### src/rtl/ps2_cmd_pkg.sv
// Shared definitions for the PS/2 direction decoder: command encodings,
// scan-code constants, parser state encoding and the key-map helper.
// Optional feature macro: PS2_WASD_EN (maps W/A/S/D normal codes to directions).
package ps2_cmd_pkg;

   localparam int unsigned CMD_W = 3;
   localparam int unsigned DIR_W = 2;
   localparam int unsigned KEY_W = 8;

   typedef enum logic [CMD_W-1:0] {
      CMD_UP    = 3'd0,
      CMD_LEFT  = 3'd1,
      CMD_DOWN  = 3'd2,
      CMD_RIGHT = 3'd3,
      CMD_START = 3'd4,
      CMD_PAUSE = 3'd5
   } cmd_e;

   localparam logic [KEY_W-1:0] SC_PREFIX_EXT = 8'hE0;
   localparam logic [KEY_W-1:0] SC_PREFIX_BRK = 8'hF0;
   localparam logic [KEY_W-1:0] SC_EXT_UP     = 8'h75;
   localparam logic [KEY_W-1:0] SC_EXT_LEFT   = 8'h6B;
   localparam logic [KEY_W-1:0] SC_EXT_DOWN   = 8'h72;
   localparam logic [KEY_W-1:0] SC_EXT_RIGHT  = 8'h74;
   localparam logic [KEY_W-1:0] SC_START      = 8'h5A;
   localparam logic [KEY_W-1:0] SC_PAUSE      = 8'h76;
`ifdef PS2_WASD_EN
   localparam logic [KEY_W-1:0] SC_W          = 8'h1D;
   localparam logic [KEY_W-1:0] SC_A          = 8'h1C;
   localparam logic [KEY_W-1:0] SC_S          = 8'h1B;
   localparam logic [KEY_W-1:0] SC_D          = 8'h23;
`endif

   typedef enum logic [1:0] {
      ST_IDLE = 2'd0,
      ST_E0   = 2'd1,
      ST_F0   = 2'd2,
      ST_E0F0 = 2'd3
   } parse_state_e;

   // Classification of one decoded (non-prefix) scan code.
   typedef struct packed {
      logic             is_dir;
      logic [DIR_W-1:0] dir;
      logic             is_start;
      logic             is_pause;
   } key_t;

   // Map a scan code in its extended/normal context to a game key.
   function automatic key_t decode_key(input logic ext, input logic [KEY_W-1:0] code);
      key_t k;
      k = '0;
      if (ext) begin
         case (code)
            SC_EXT_UP:    begin k.is_dir = 1'b1; k.dir = DIR_W'(CMD_UP);    end
            SC_EXT_LEFT:  begin k.is_dir = 1'b1; k.dir = DIR_W'(CMD_LEFT);  end
            SC_EXT_DOWN:  begin k.is_dir = 1'b1; k.dir = DIR_W'(CMD_DOWN);  end
            SC_EXT_RIGHT: begin k.is_dir = 1'b1; k.dir = DIR_W'(CMD_RIGHT); end
            default: ;
         endcase
      end else begin
         case (code)
            SC_START: k.is_start = 1'b1;
            SC_PAUSE: k.is_pause = 1'b1;
`ifdef PS2_WASD_EN
            SC_W: begin k.is_dir = 1'b1; k.dir = DIR_W'(CMD_UP);    end
            SC_A: begin k.is_dir = 1'b1; k.dir = DIR_W'(CMD_LEFT);  end
            SC_S: begin k.is_dir = 1'b1; k.dir = DIR_W'(CMD_DOWN);  end
            SC_D: begin k.is_dir = 1'b1; k.dir = DIR_W'(CMD_RIGHT); end
`endif
            default: ;
         endcase
      end
      return k;
   endfunction

endpackage

### src/rtl/ps2_dir_decoder_if.sv
// Command stream between the decoder (master) and the game logic (slave).
//   cmd_valid : FIFO head valid
//   cmd_data  : FIFO head command
//   cmd_ready : consumer accepts the head when valid and ready are both high
interface ps2_dir_decoder_if;
   import ps2_cmd_pkg::*;

   logic             cmd_valid;
   logic [CMD_W-1:0] cmd_data;
   logic             cmd_ready;

   modport master (output cmd_valid, output cmd_data, input  cmd_ready);
   modport slave  (input  cmd_valid, input  cmd_data, output cmd_ready);
endinterface

### src/rtl/cmd_fifo.sv
// First-word fall-through command FIFO.
//   clk, rst_n : clock, async active-low reset
//   push_i/data_i : write request and data (dropped when full unless popped)
//   pop_i      : read request (ignored when empty)
//   full_o     : registered full flag
//   valid_o    : registered not-empty flag
//   data_o     : head entry (storage read at the registered read pointer)
module cmd_fifo #(
   parameter int unsigned FIFO_DEPTH = 4,
   parameter int unsigned DATA_W     = 3
) (
   input  logic              clk,
   input  logic              rst_n,
   input  logic              push_i,
   input  logic [DATA_W-1:0] data_i,
   input  logic              pop_i,
   output logic              full_o,
   output logic              valid_o,
   output logic [DATA_W-1:0] data_o
);
   localparam int unsigned AW = (FIFO_DEPTH > 1) ? $clog2(FIFO_DEPTH) : 1;
   localparam int unsigned CW = AW + 1;

   logic [DATA_W-1:0] mem_q [FIFO_DEPTH];
   logic [AW-1:0]     wr_ptr_q, rd_ptr_q;
   logic [CW-1:0]     count_q, count_d;
   logic              full_q, valid_q;
   logic              pop_ok, push_ok;

   // A pop frees a slot in the same cycle, so a full FIFO still accepts a push.
   always_comb begin
      pop_ok  = pop_i & valid_q;
      push_ok = push_i & (~full_q | pop_ok);
      count_d = count_q + CW'(push_ok) - CW'(pop_ok);
   end

   always_ff @(posedge clk or negedge rst_n) begin
      if (!rst_n) begin
         for (int i = 0; i < int'(FIFO_DEPTH); i++) mem_q[i] <= '0;
         wr_ptr_q <= '0;
         rd_ptr_q <= '0;
         count_q  <= '0;
         full_q   <= 1'b0;
         valid_q  <= 1'b0;
      end else begin
         if (push_ok) begin
            mem_q[wr_ptr_q] <= data_i;
            wr_ptr_q        <= wr_ptr_q + AW'(1);
         end
         if (pop_ok) rd_ptr_q <= rd_ptr_q + AW'(1);
         count_q <= count_d;
         full_q  <= (count_d == CW'(FIFO_DEPTH));
         valid_q <= (count_d != '0);
      end
   end

   assign full_o  = full_q;
   assign valid_o = valid_q;
   assign data_o  = mem_q[rd_ptr_q];

endmodule

### src/rtl/ps2_dir_decoder.sv
// PS/2 scan-code to Pacman command decoder.
//   clock, resetn : clock, async active-low reset
//   key_pressed   : byte-available flag (rising edge captures key_data)
//   key_data      : scan-code byte
//   dir/dir_valid : currently held direction
//   cmd           : command FIFO head stream (master modport)
//   overflow      : sticky, a command was dropped on a full FIFO
//   last_code     : last decoded non-prefix byte
// Optional feature macro: PS2_WASD_EN (W/A/S/D normal codes act as directions).
module ps2_dir_decoder
   import ps2_cmd_pkg::*;
#(
   parameter int unsigned FIFO_DEPTH = 4
) (
   input  logic               clock,
   input  logic               resetn,
   input  logic               key_pressed,
   input  logic [KEY_W-1:0]   key_data,
   output logic [DIR_W-1:0]   dir,
   output logic               dir_valid,
   output logic               overflow,
   output logic [KEY_W-1:0]   last_code,
   ps2_dir_decoder_if.master  cmd
);

   parse_state_e     state_q;
   logic             key_q;
   logic [DIR_W-1:0] dir_q;
   logic             dir_valid_q;
   logic             start_held_q, pause_held_q;
   logic             overflow_q;
   logic [KEY_W-1:0] last_code_q;

   logic             capture, decode_en, ext, brk;
   key_t             key;
   logic             push;
   logic [CMD_W-1:0] push_data;
   logic             pop, fifo_full;

   // Decode context comes from the parser state; prefixes are consumed, not decoded.
   always_comb begin
      capture   = key_pressed & ~key_q;
      decode_en = 1'b0;
      ext       = 1'b0;
      brk       = 1'b0;
      case (state_q)
         ST_IDLE: decode_en = capture & (key_data != SC_PREFIX_EXT) & (key_data != SC_PREFIX_BRK);
         ST_E0: begin
            decode_en = capture & (key_data != SC_PREFIX_BRK);
            ext       = 1'b1;
         end
         ST_F0: begin
            decode_en = capture;
            brk       = 1'b1;
         end
         ST_E0F0: begin
            decode_en = capture;
            ext       = 1'b1;
            brk       = 1'b1;
         end
         default: ;
      endcase
      key = decode_key(ext, key_data);
   end

   // Edge commands: repeats of an already-held key do not enqueue again.
   always_comb begin
      push      = 1'b0;
      push_data = '0;
      if (decode_en && !brk) begin
         if (key.is_dir && !(dir_valid_q && (dir_q == key.dir))) begin
            push      = 1'b1;
            push_data = {1'b0, key.dir};
         end else if (key.is_start && !start_held_q) begin
            push      = 1'b1;
            push_data = CMD_W'(CMD_START);
         end else if (key.is_pause && !pause_held_q) begin
            push      = 1'b1;
            push_data = CMD_W'(CMD_PAUSE);
         end
      end
      pop = cmd.cmd_valid & cmd.cmd_ready;
   end

   always_ff @(posedge clock or negedge resetn) begin
      if (!resetn) begin
         state_q      <= ST_IDLE;
         key_q        <= 1'b0;
         dir_q        <= '0;
         dir_valid_q  <= 1'b0;
         start_held_q <= 1'b0;
         pause_held_q <= 1'b0;
         overflow_q   <= 1'b0;
         last_code_q  <= '0;
      end else begin
         key_q <= key_pressed;
         if (capture) begin
            case (state_q)
               ST_IDLE: begin
                  if (key_data == SC_PREFIX_EXT)      state_q <= ST_E0;
                  else if (key_data == SC_PREFIX_BRK) state_q <= ST_F0;
                  else                                state_q <= ST_IDLE;
               end
               ST_E0:   state_q <= (key_data == SC_PREFIX_BRK) ? ST_E0F0 : ST_IDLE;
               default: state_q <= ST_IDLE;
            endcase
         end
         if (decode_en) begin
            last_code_q <= key_data;
            if (!brk) begin
               if (key.is_dir) begin
                  dir_q       <= key.dir;
                  dir_valid_q <= 1'b1;
               end
               if (key.is_start) start_held_q <= 1'b1;
               if (key.is_pause) pause_held_q <= 1'b1;
            end else begin
               // Releasing a key other than the held direction leaves it held.
               if (key.is_dir && (key.dir == dir_q)) dir_valid_q <= 1'b0;
               if (key.is_start) start_held_q <= 1'b0;
               if (key.is_pause) pause_held_q <= 1'b0;
            end
         end
         if (push && fifo_full && !pop) overflow_q <= 1'b1;
      end
   end

   cmd_fifo #(
      .FIFO_DEPTH (FIFO_DEPTH),
      .DATA_W     (CMD_W)
   ) u_cmd_fifo (
      .clk     (clock),
      .rst_n   (resetn),
      .push_i  (push),
      .data_i  (push_data),
      .pop_i   (pop),
      .full_o  (fifo_full),
      .valid_o (cmd.cmd_valid),
      .data_o  (cmd.cmd_data)
   );

   assign dir       = dir_q;
   assign dir_valid = dir_valid_q;
   assign overflow  = overflow_q;
   assign last_code = last_code_q;

endmodule
### src/flat_wrapper.sv
// flat-port wrapper written by rule: the top's interface ports become plain ports
module ps2_dir_decoder_flat import ps2_cmd_pkg::*;
#(
   parameter int unsigned FIFO_DEPTH = 4
)
  (clock, resetn, key_pressed, key_data, dir, dir_valid, overflow, last_code, cmd_cmd_valid, cmd_cmd_data, cmd_cmd_ready);
  ps2_dir_decoder_if cmd_i ();
  input  logic clock;
  input  logic resetn;
  input  logic key_pressed;
  input  logic [KEY_W-1:0] key_data;
  output logic [DIR_W-1:0] dir;
  output logic dir_valid;
  output logic overflow;
  output logic [KEY_W-1:0] last_code;
  output wire logic [$bits(cmd_i.cmd_valid)-1:0] cmd_cmd_valid;
  output wire logic [$bits(cmd_i.cmd_data)-1:0] cmd_cmd_data;
  input wire logic [$bits(cmd_i.cmd_ready)-1:0] cmd_cmd_ready;
  assign cmd_cmd_valid = cmd_i.cmd_valid;
  assign cmd_cmd_data = cmd_i.cmd_data;
  assign cmd_i.cmd_ready = cmd_cmd_ready;
  ps2_dir_decoder #(.FIFO_DEPTH(FIFO_DEPTH)) u_core (.clock(clock), .resetn(resetn), .key_pressed(key_pressed), .key_data(key_data), .dir(dir), .dir_valid(dir_valid), .overflow(overflow), .last_code(last_code), .cmd(cmd_i));
endmodule
### config.mk
export PLATFORM = sky130hd
export DESIGN_NAME = ps2_dir_decoder_flat
export DESIGN_NICKNAME = d
export VERILOG_FILES = /design/src/rtl/ps2_cmd_pkg.sv /design/src/rtl/ps2_dir_decoder_if.sv /design/src/rtl/cmd_fifo.sv /design/src/rtl/ps2_dir_decoder.sv /design/src/flat_wrapper.sv
export SDC_FILE = /design/constraint.sdc
export NUM_CORES = 1
export LEC_CHECK = 0
export CAP_MARGIN = 30
export CORE_UTILIZATION = 50
export CTS_CLUSTER_SIZE = 20
export DETAILED_ROUTE_END_ITERATION = 16
export DONT_BUFFER_PORTS = 1
export PLACE_DENSITY = 0.74
export SETUP_SLACK_MARGIN = 0.5
export SLEW_MARGIN = 15
export SYNTH_ARGS = -nofsm -noshare
export SYNTH_HDL_FRONTEND = slang
export SYNTH_HIERARCHICAL = 1
export SYNTH_SLANG_ARGS = --single-unit
### constraint.sdc
create_clock -name clock -period 3.3 [get_ports clock]
set_input_delay 0.33 -clock clock [delete_from_list [all_inputs] [get_ports clock]]
set_output_delay 0.33 -clock clock [all_outputs]
set_load 0.03 [all_outputs]
After elaboration in Yosys (flattened, before gate mapping)

Cells that the tools add are included.

Register bits: 38
Output and inout port bits: 16

Add/sub/neg operators: 4
Magnitude comparators: 3
Equality and inequality tests: 17
Mux-type cells: 35
Bitwise gates (word level): 13
Reductions and logical operators: 23

Operators by type and width:

| operator                                            | count |
|---|---|
| equality test 8 x 7 -> 1 bit, second input constant | 6 |
| 2-to-1 mux 3 bit                                    | 8 |
| 2-to-1 mux 1 bit                                    | 17 |
| equality test 8 bit, second input constant          | 2 |
| inequality test 8 bit, second input constant        | 2 |
| bitwise mux 12 bit                                  | 1 |
| one-hot mux 3 bit (4 select lines)                  | 1 |
| logical AND 1 bit                                   | 9 |
| 2-to-1 mux 2 bit                                    | 4 |
| AND 1 bit                                           | 7 |
| binary-select mux 3 bit (select 2 bit)              | 1 |
| demux 3 bit (select 2 bit)                          | 1 |
| >= comparator 3 bit, second input constant          | 2 |
| NOT 2 -> 3 bit                                      | 2 |
| AND reduction 3 bit                                 | 2 |
| zero test 1 bit                                     | 5 |
| adder 2 x 1 -> 2 bit, second input constant         | 2 |
| equality test 2 bit                                 | 2 |
| equality test 2 bit, second input constant          | 2 |
| one-hot mux 2 bit (2 select lines)                  | 1 |
| AND reduction 2 bit                                 | 2 |
| OR reduction 2 bit                                  | 2 |
| adder 3 x 1 -> 3 bit                                | 1 |
| equality test 3 bit, second input constant          | 1 |
| 10 further kinds                                    | 12 |

Depth between registers and ports, before layout

Depth after elaboration: 14
Mapped depth: 13
Depth with buffers taken out: 12

By module

The synthesis kept the hierarchy.

Modules (own cells, without submodules):

| module          | times used | cells each | area an instance (µm²) |
|---|---|---|---|
| cmd_fifo        | 1          | 67         | 1039.7 |
| ps2_dir_decoder | 1          | 101        | 1038.5 |

Worst setup path before layout

No wires, ideal clock.

Path type: input to register
Start: in key_data[0]
End: reg u_core.u_cmd_fifo.valid_q (netlist: u_core/u_cmd_fifo/valid_o)
Data arrival time: 2.955 ns
Setup slack: 0.216 ns
Cell stages on the path: 12
Cell sequence: or4b_4 o22ai_4 a2111oi_2 o31ai_2 a21o_1 nand2_1 ha_1 inv_1 ha_1 fa_1 xnor2_1 nand2_1

Word-level cells in the longest chain between the ends: 13

Ends and longest elaborated chain:

| what                               | RTL line              | RTL |
|---|---|---|
| start, declared                    | flat_wrapper.sv:11    | `input logic [KEY_W-1:0] key_data;` |
| equality test 8 x 7 -> 1 bit       | ps2_cmd_pkg.sv:54     | `case (code)` |
| one-hot mux 3 bit (4 select lines) | ps2_cmd_pkg.sv:54     |  |
| 2-to-1 mux 3 bit                   | ps2_cmd_pkg.sv:53     | `if (ext) begin` |
| equality test 2 bit                | ps2_dir_decoder.sv:71 | `if (key.is_dir && !(dir_valid_q && (dir_q == key.dir))) begin` |
| logical AND 1 bit                  | ps2_dir_decoder.sv:71 |  |
| zero test 1 bit                    | ps2_dir_decoder.sv:71 |  |
| logical AND 1 bit                  | ps2_dir_decoder.sv:71 |  |
| 2-to-1 mux 1 bit                   | ps2_dir_decoder.sv:71 |  |
| 2-to-1 mux 1 bit *                 | ps2_dir_decoder.sv:70 | `if (decode_en && !brk) begin` |
| net u_core.push                    | ps2_dir_decoder.sv:36 | `logic push;` |
| AND 1 bit *                        | cmd_fifo.sv:33        | `push_ok = push_i & (~full_q \| pop_ok);` |
| adder 3 x 1 -> 3 bit *             | cmd_fifo.sv:34        | `count_d = count_q + CW'(push_ok) - CW'(pop_ok);` |
| subtractor 3 x 1 -> 3 bit *        | cmd_fifo.sv:34        |  |
| nonzero test 3 bit *               | cmd_fifo.sv:53        | `valid_q <= (count_d != '0);` |
| end signal, assigned               | cmd_fifo.sv:53        |  |
| end, declared                      | cmd_fifo.sv:27        | `logic full_q, valid_q;` |

The timed path passes the listed nets; every way through them passes the cells marked *.
A chain may end at the register's enable or synchronous reset.

Worst setup path in the final report

Start: in key_data[0]
End: reg u_core.u_cmd_fifo.valid_q (netlist: u_core/u_cmd_fifo/valid_o)

Word-level cells in the longest chain between the ends: 13

Ends and longest elaborated chain:

| what                               | RTL line              | RTL |
|---|---|---|
| equality test 8 x 7 -> 1 bit       | ps2_cmd_pkg.sv:54     |  |
| one-hot mux 3 bit (4 select lines) | ps2_cmd_pkg.sv:54     |  |
| 2-to-1 mux 3 bit                   | ps2_cmd_pkg.sv:53     |  |
| equality test 2 bit                | ps2_dir_decoder.sv:71 |  |
| logical AND 1 bit                  | ps2_dir_decoder.sv:71 |  |
| zero test 1 bit                    | ps2_dir_decoder.sv:71 |  |
| logical AND 1 bit                  | ps2_dir_decoder.sv:71 |  |
| 2-to-1 mux 1 bit                   | ps2_dir_decoder.sv:71 |  |
| 2-to-1 mux 1 bit *                 | ps2_dir_decoder.sv:70 |  |
| net u_core.push                    | ps2_dir_decoder.sv:36 |  |
| AND 1 bit *                        | cmd_fifo.sv:33        |  |
| adder 3 x 1 -> 3 bit *             | cmd_fifo.sv:34        |  |
| subtractor 3 x 1 -> 3 bit *        | cmd_fifo.sv:34        |  |
| net u_core.u_cmd_fifo.count_d[1]   | cmd_fifo.sv:26        | `logic [CW-1:0] count_q, count_d;` |
| nonzero test 3 bit *               | cmd_fifo.sv:53        |  |

Marked as above.

==> insert_results.sql <==
INSERT INTO impl_metrics (metric_group, metric, value, unit) VALUES
('drt', 'route.detailed.wl_per_inst', '17.3', 'um'),
('timing', 'rsz0062_at_grt', 'no', ''),
('outcome', 'outcome', 'completed', ''),
('timing', 'timing.setup.tns', '0', 'ns'),
('placement', 'globalplace.congestion', '0.851', ''),
('power_and_ir_drop', 'vdd_drop_max', '398', 'uV'),
('run', 'timing.max_cap.violations', '0', ''),
('synth', 'netlist_instances', '168', ''),
('global_route', 'gr-total-overflow', '0', ''),
('critical_path', 'crit_path_start_kind', 'primary input', ''),
('floorplan', 'num_io_pins', '28', ''),
('cells_and_area', 'postLayoutCoreUtil', '60.1', '%'),
('critical_path', 'timing.critical_path.to_type', 'register', ''),
('critical_path', 'worstPathRequired', '3.47', 'ns'),
('floorplan', 'design.die.area', '0.00442', 'mm2'),
('timing', 'fmax', '368', 'MHz'),
('synth', 'syn_avg_cell_area', '12.4', 'um2'),
('drt', 'initialDrtViolationCount', '78', ''),
('synth', 'synth_nets', '187', ''),
('timing', 'final_hold_viol_count', '0', ''),
('clock_network', 'number_of_buffers_created_by_cts', '5', ''),
('global_route', 'global_route_wire_length_before_repair', '6540', 'um'),
('synth', 'yosysWarningCount', '6', ''),
('synth', 'synthTopCellsByArea', 'sky130_fd_sc_hd__dfrtp_1 46%, sky130_fd_sc_hd__mux2_4 8.7%, sky130_fd_sc_hd__mux2_2 4.3%', ''),
('critical_path', 'critical-path-max-stage-delay', '0.56', 'ns'),
('drt', 'post-route-drc-count', '0', ''),
('drt', 'drtPass1Iterations', '4', ''),
('timing', 'timing_worst_slew_pin_value', '0.449', 'ns'),
('cells_and_area', 'final_common_cell', 'sky130_fd_sc_hd__dfrtp_1', ''),
('drt', 'wl', '3970', 'um'),
('floorplan', 'coreArea', '0.00400', 'mm2'),
('synth', 'syn-cell-area', '0.00208', 'mm2'),
('cells_and_area', 'post_route_cells_drive_above_1_share', '36.9', '%'),
('clock_network', 'h-tree-depth', '2', ''),
('critical_path', 'crit_reg_reg_startpoint', 'u_core/state_q[0]', ''),
('global_route', 'global_route.usage.met3', '6.85', '%'),
('power_and_ir_drop', 'static-leakage-power', '0.00101', 'uW'),
('timing', 'finClkSkew', '0.00385', 'ns'),
('clock_network', 'cts_sinks', '38', ''),
('cells_and_area', 'num-fill-cells', '319', ''),
('critical_path', 'worstPathArrival', '2.89', 'ns'),
('timing', 'timing_max_transition_violations_final', '0', ''),
('floorplan', 'initial_utilization', '52.0', '%'),
('timing', 'setup_violations', '0', ''),
('drt', 'route.vias.total', '1312', ''),
('cells_and_area', 'fin_nets', '199', ''),
('global_route', 'busiest_layer', 'met2', ''),
('synth', 'synth.largest_area_cell', 'sky130_fd_sc_hd__dfrtp_1', ''),
('timing', 'finalCriticalPeriod', '2.72', 'ns'),
('critical_path', 'path_cells', 'or4b_4 -> o22ai_4 -> o2111a_2 -> o31ai_4 -> a21o_1 -> nand2_2 -> ha_4 -> inv_1 -> ha_2 -> fa_2 -> nor2_1 -> nand2_1', ''),
('critical_path', 'path_class', 'in -> reg', ''),
('power_and_ir_drop', 'power-per-cell-area', '495', 'mW/mm2'),
('drt', 'vias_per_cell', '5.73', ''),
('drt', 'ant_nets', '0', ''),
('synth', 'seq_area_frac_synth', '45.8', '%'),
('min_path', 'timing.hold.worst.class', 'in -> reg', ''),
('clock_network', 'max-clock-path-buffers', '2', ''),
('cells_and_area', 'diodes', '0', ''),
('critical_path', 'worst_path_max_delay_cell', 'sky130_fd_sc_hd__or4b_4', ''),
('critical_path', 'reg2reg_slack', '0.61', 'ns'),
('floorplan', 'rows', '23', ''),
('global_route', 'global_route.usage.met2', '31.6', '%'),
('global_route', 'grt_util_met1', '26.4', '%'),
('global_route', 'vias_in_the_first_global_route', '1327', ''),
('min_path', 'hold_path.startpoint', 'key_pressed', ''),
('placement', 'place.port_buffers', '0', ''),
('synth', 'post-synth-top-area-fraction', '45.8', '%'),
('clock_network', 'cts.root.buffer_cell', 'sky130_fd_sc_hd__clkbuf_8', ''),
('global_route', 'track_usage', '20.4', '%'),
('synth', 'async_flop_share', '100', '%'),
('synth', 'synth-edff-count', '0', '');
[path summary, 6_finish.rpt]
path,to,cells after the start
worst max-delay path,u_core/u_cmd_fifo/valid_o,12
worst min-delay path,u_core/key_q,0
worst max register to register,u_core/u_cmd_fifo/full_o,11
worst min register to register,u_core/u_cmd_fifo/mem_q[4],1
max in group asynchronous,u_core/state_q[0],2
min in group asynchronous,u_core/last_code[2],2
[cell families after synthesis]
family	share of synthesized area [%]
flip-flops	45.8
buffers and inverters	3.13
adder cells (fa/ha/maj)	4.58
AND/OR/NAND/NOR	18.4
multiplexers	16.8
XOR/XNOR	2.53
AO/OA/AOI/OAI	8.79
[stage by stage]
step / total power [uW] / cells / hold WS [ns] / area [um2] / setup WS [ns]
6_report: 1190 / 229 / 0.0662 / 2400 / 0.583
5_1_grt: 1270 / 229 / 0.0533 / 2400 / 0.458
4_1_cts: 1190 / 226 / 0.0591 / 2320 / 0.514
3_5_place_dp: 855 / 217 / 0.0355 / 2190 / 0.201
3_3_place_gp: 833 / 217 / 0.0356 / 2190 / 0.296
2_1_floorplan: 815 / 168 / 0.0344 / 2130 / 0.391
[sequential cells by signal, indices dropped and copies added (netlist names)]
| register | flops |
|---|---|
| u_core/state_q | 2 |
| u_core/u_cmd_fifo/rd_ptr_q | 2 |
| u_core/start_held_q | 1 |
| u_core/overflow | 1 |
| u_core/u_cmd_fifo/wr_ptr_q | 2 |
| u_core/pause_held_q | 1 |
| u_core/dir | 2 |
| u_core/dir_valid | 1 |
| u_core/key_q | 1 |
| u_core/u_cmd_fifo/valid_o | 1 |
| u_core/u_cmd_fifo/full_o | 1 |
| u_core/last_code | 8 |
| u_core/u_cmd_fifo/mem_q | 12 |
| u_core/u_cmd_fifo/count_q | 3 |
[cells in the mapped netlist (2+ instances only)]
cell and number:
sky130_fd_sc_hd__dfrtp_1 38, sky130_fd_sc_hd__nand2_1 14, sky130_fd_sc_hd__mux2_4 12, sky130_fd_sc_hd__inv_1 11, sky130_fd_sc_hd__mux2_2 8, sky130_fd_sc_hd__nor3_1 7
sky130_fd_sc_hd__ha_1 6, sky130_fd_sc_hd__nand2b_1 6, sky130_fd_sc_hd__xnor2_1 5, sky130_fd_sc_hd__and3_4 4, sky130_fd_sc_hd__o21ai_0 4, sky130_fd_sc_hd__a21o_1 3
sky130_fd_sc_hd__mux4_2 3, sky130_fd_sc_hd__nor2_1 3, sky130_fd_sc_hd__nor2b_1 3, sky130_fd_sc_hd__and3_1 2, sky130_fd_sc_hd__buf_4 2, sky130_fd_sc_hd__nand3_1 2
sky130_fd_sc_hd__nand4b_1 2, sky130_fd_sc_hd__nand4bb_1 2, sky130_fd_sc_hd__nor4_1 2
[per-layer routing]
layer | part of all wire, % | up-vias
li1 | - | 627
met1 | 46 | 655
met4 | 1.6 | 0
met5 | 0 | -
met3 | 4.6 | 5
met2 | 47 | 25
[report_power, final]
group          switching (uW)  internal (uW)
Combinational             121            148
Clock                     150            161
Sequential               86.6            525
[worst max-delay path: cells and delay by family]
| kind | cells | cell delay [ns] |
|---|---|---|
| simple gates | 4 | 0.85 |
| compound gates | 4 | 0.83 |
| buf+inv | 1 | 0.05 |
| fa+ha+maj | 3 | 0.82 |
[what timing repair did]
item / 4_1_cts / 5_1_grt
pin swaps: 0 / 4
gates cloned: 0 / 0
endpoints found under the hold margin: 38 / 0
hold buffers: 2 / 0
setup endpoints to repair: 4 / 4
buffers inserted: 1 / 3
resized for setup: 2 / 9
[area by class of cell]
class / instances / area [um2] / area share [%]
repair buffers: 9 / 82.6 / 3.43
clock buffers: 6 / 82.6 / 3.43
multi-input cells: 115 / 1180 / 49.2
inverters: 11 / 41.3 / 1.72
flip-flops and latches: 38 / 953 / 39.6
well taps: 50 / 62.6 / 2.60
(Power assumes the default switching activity.)
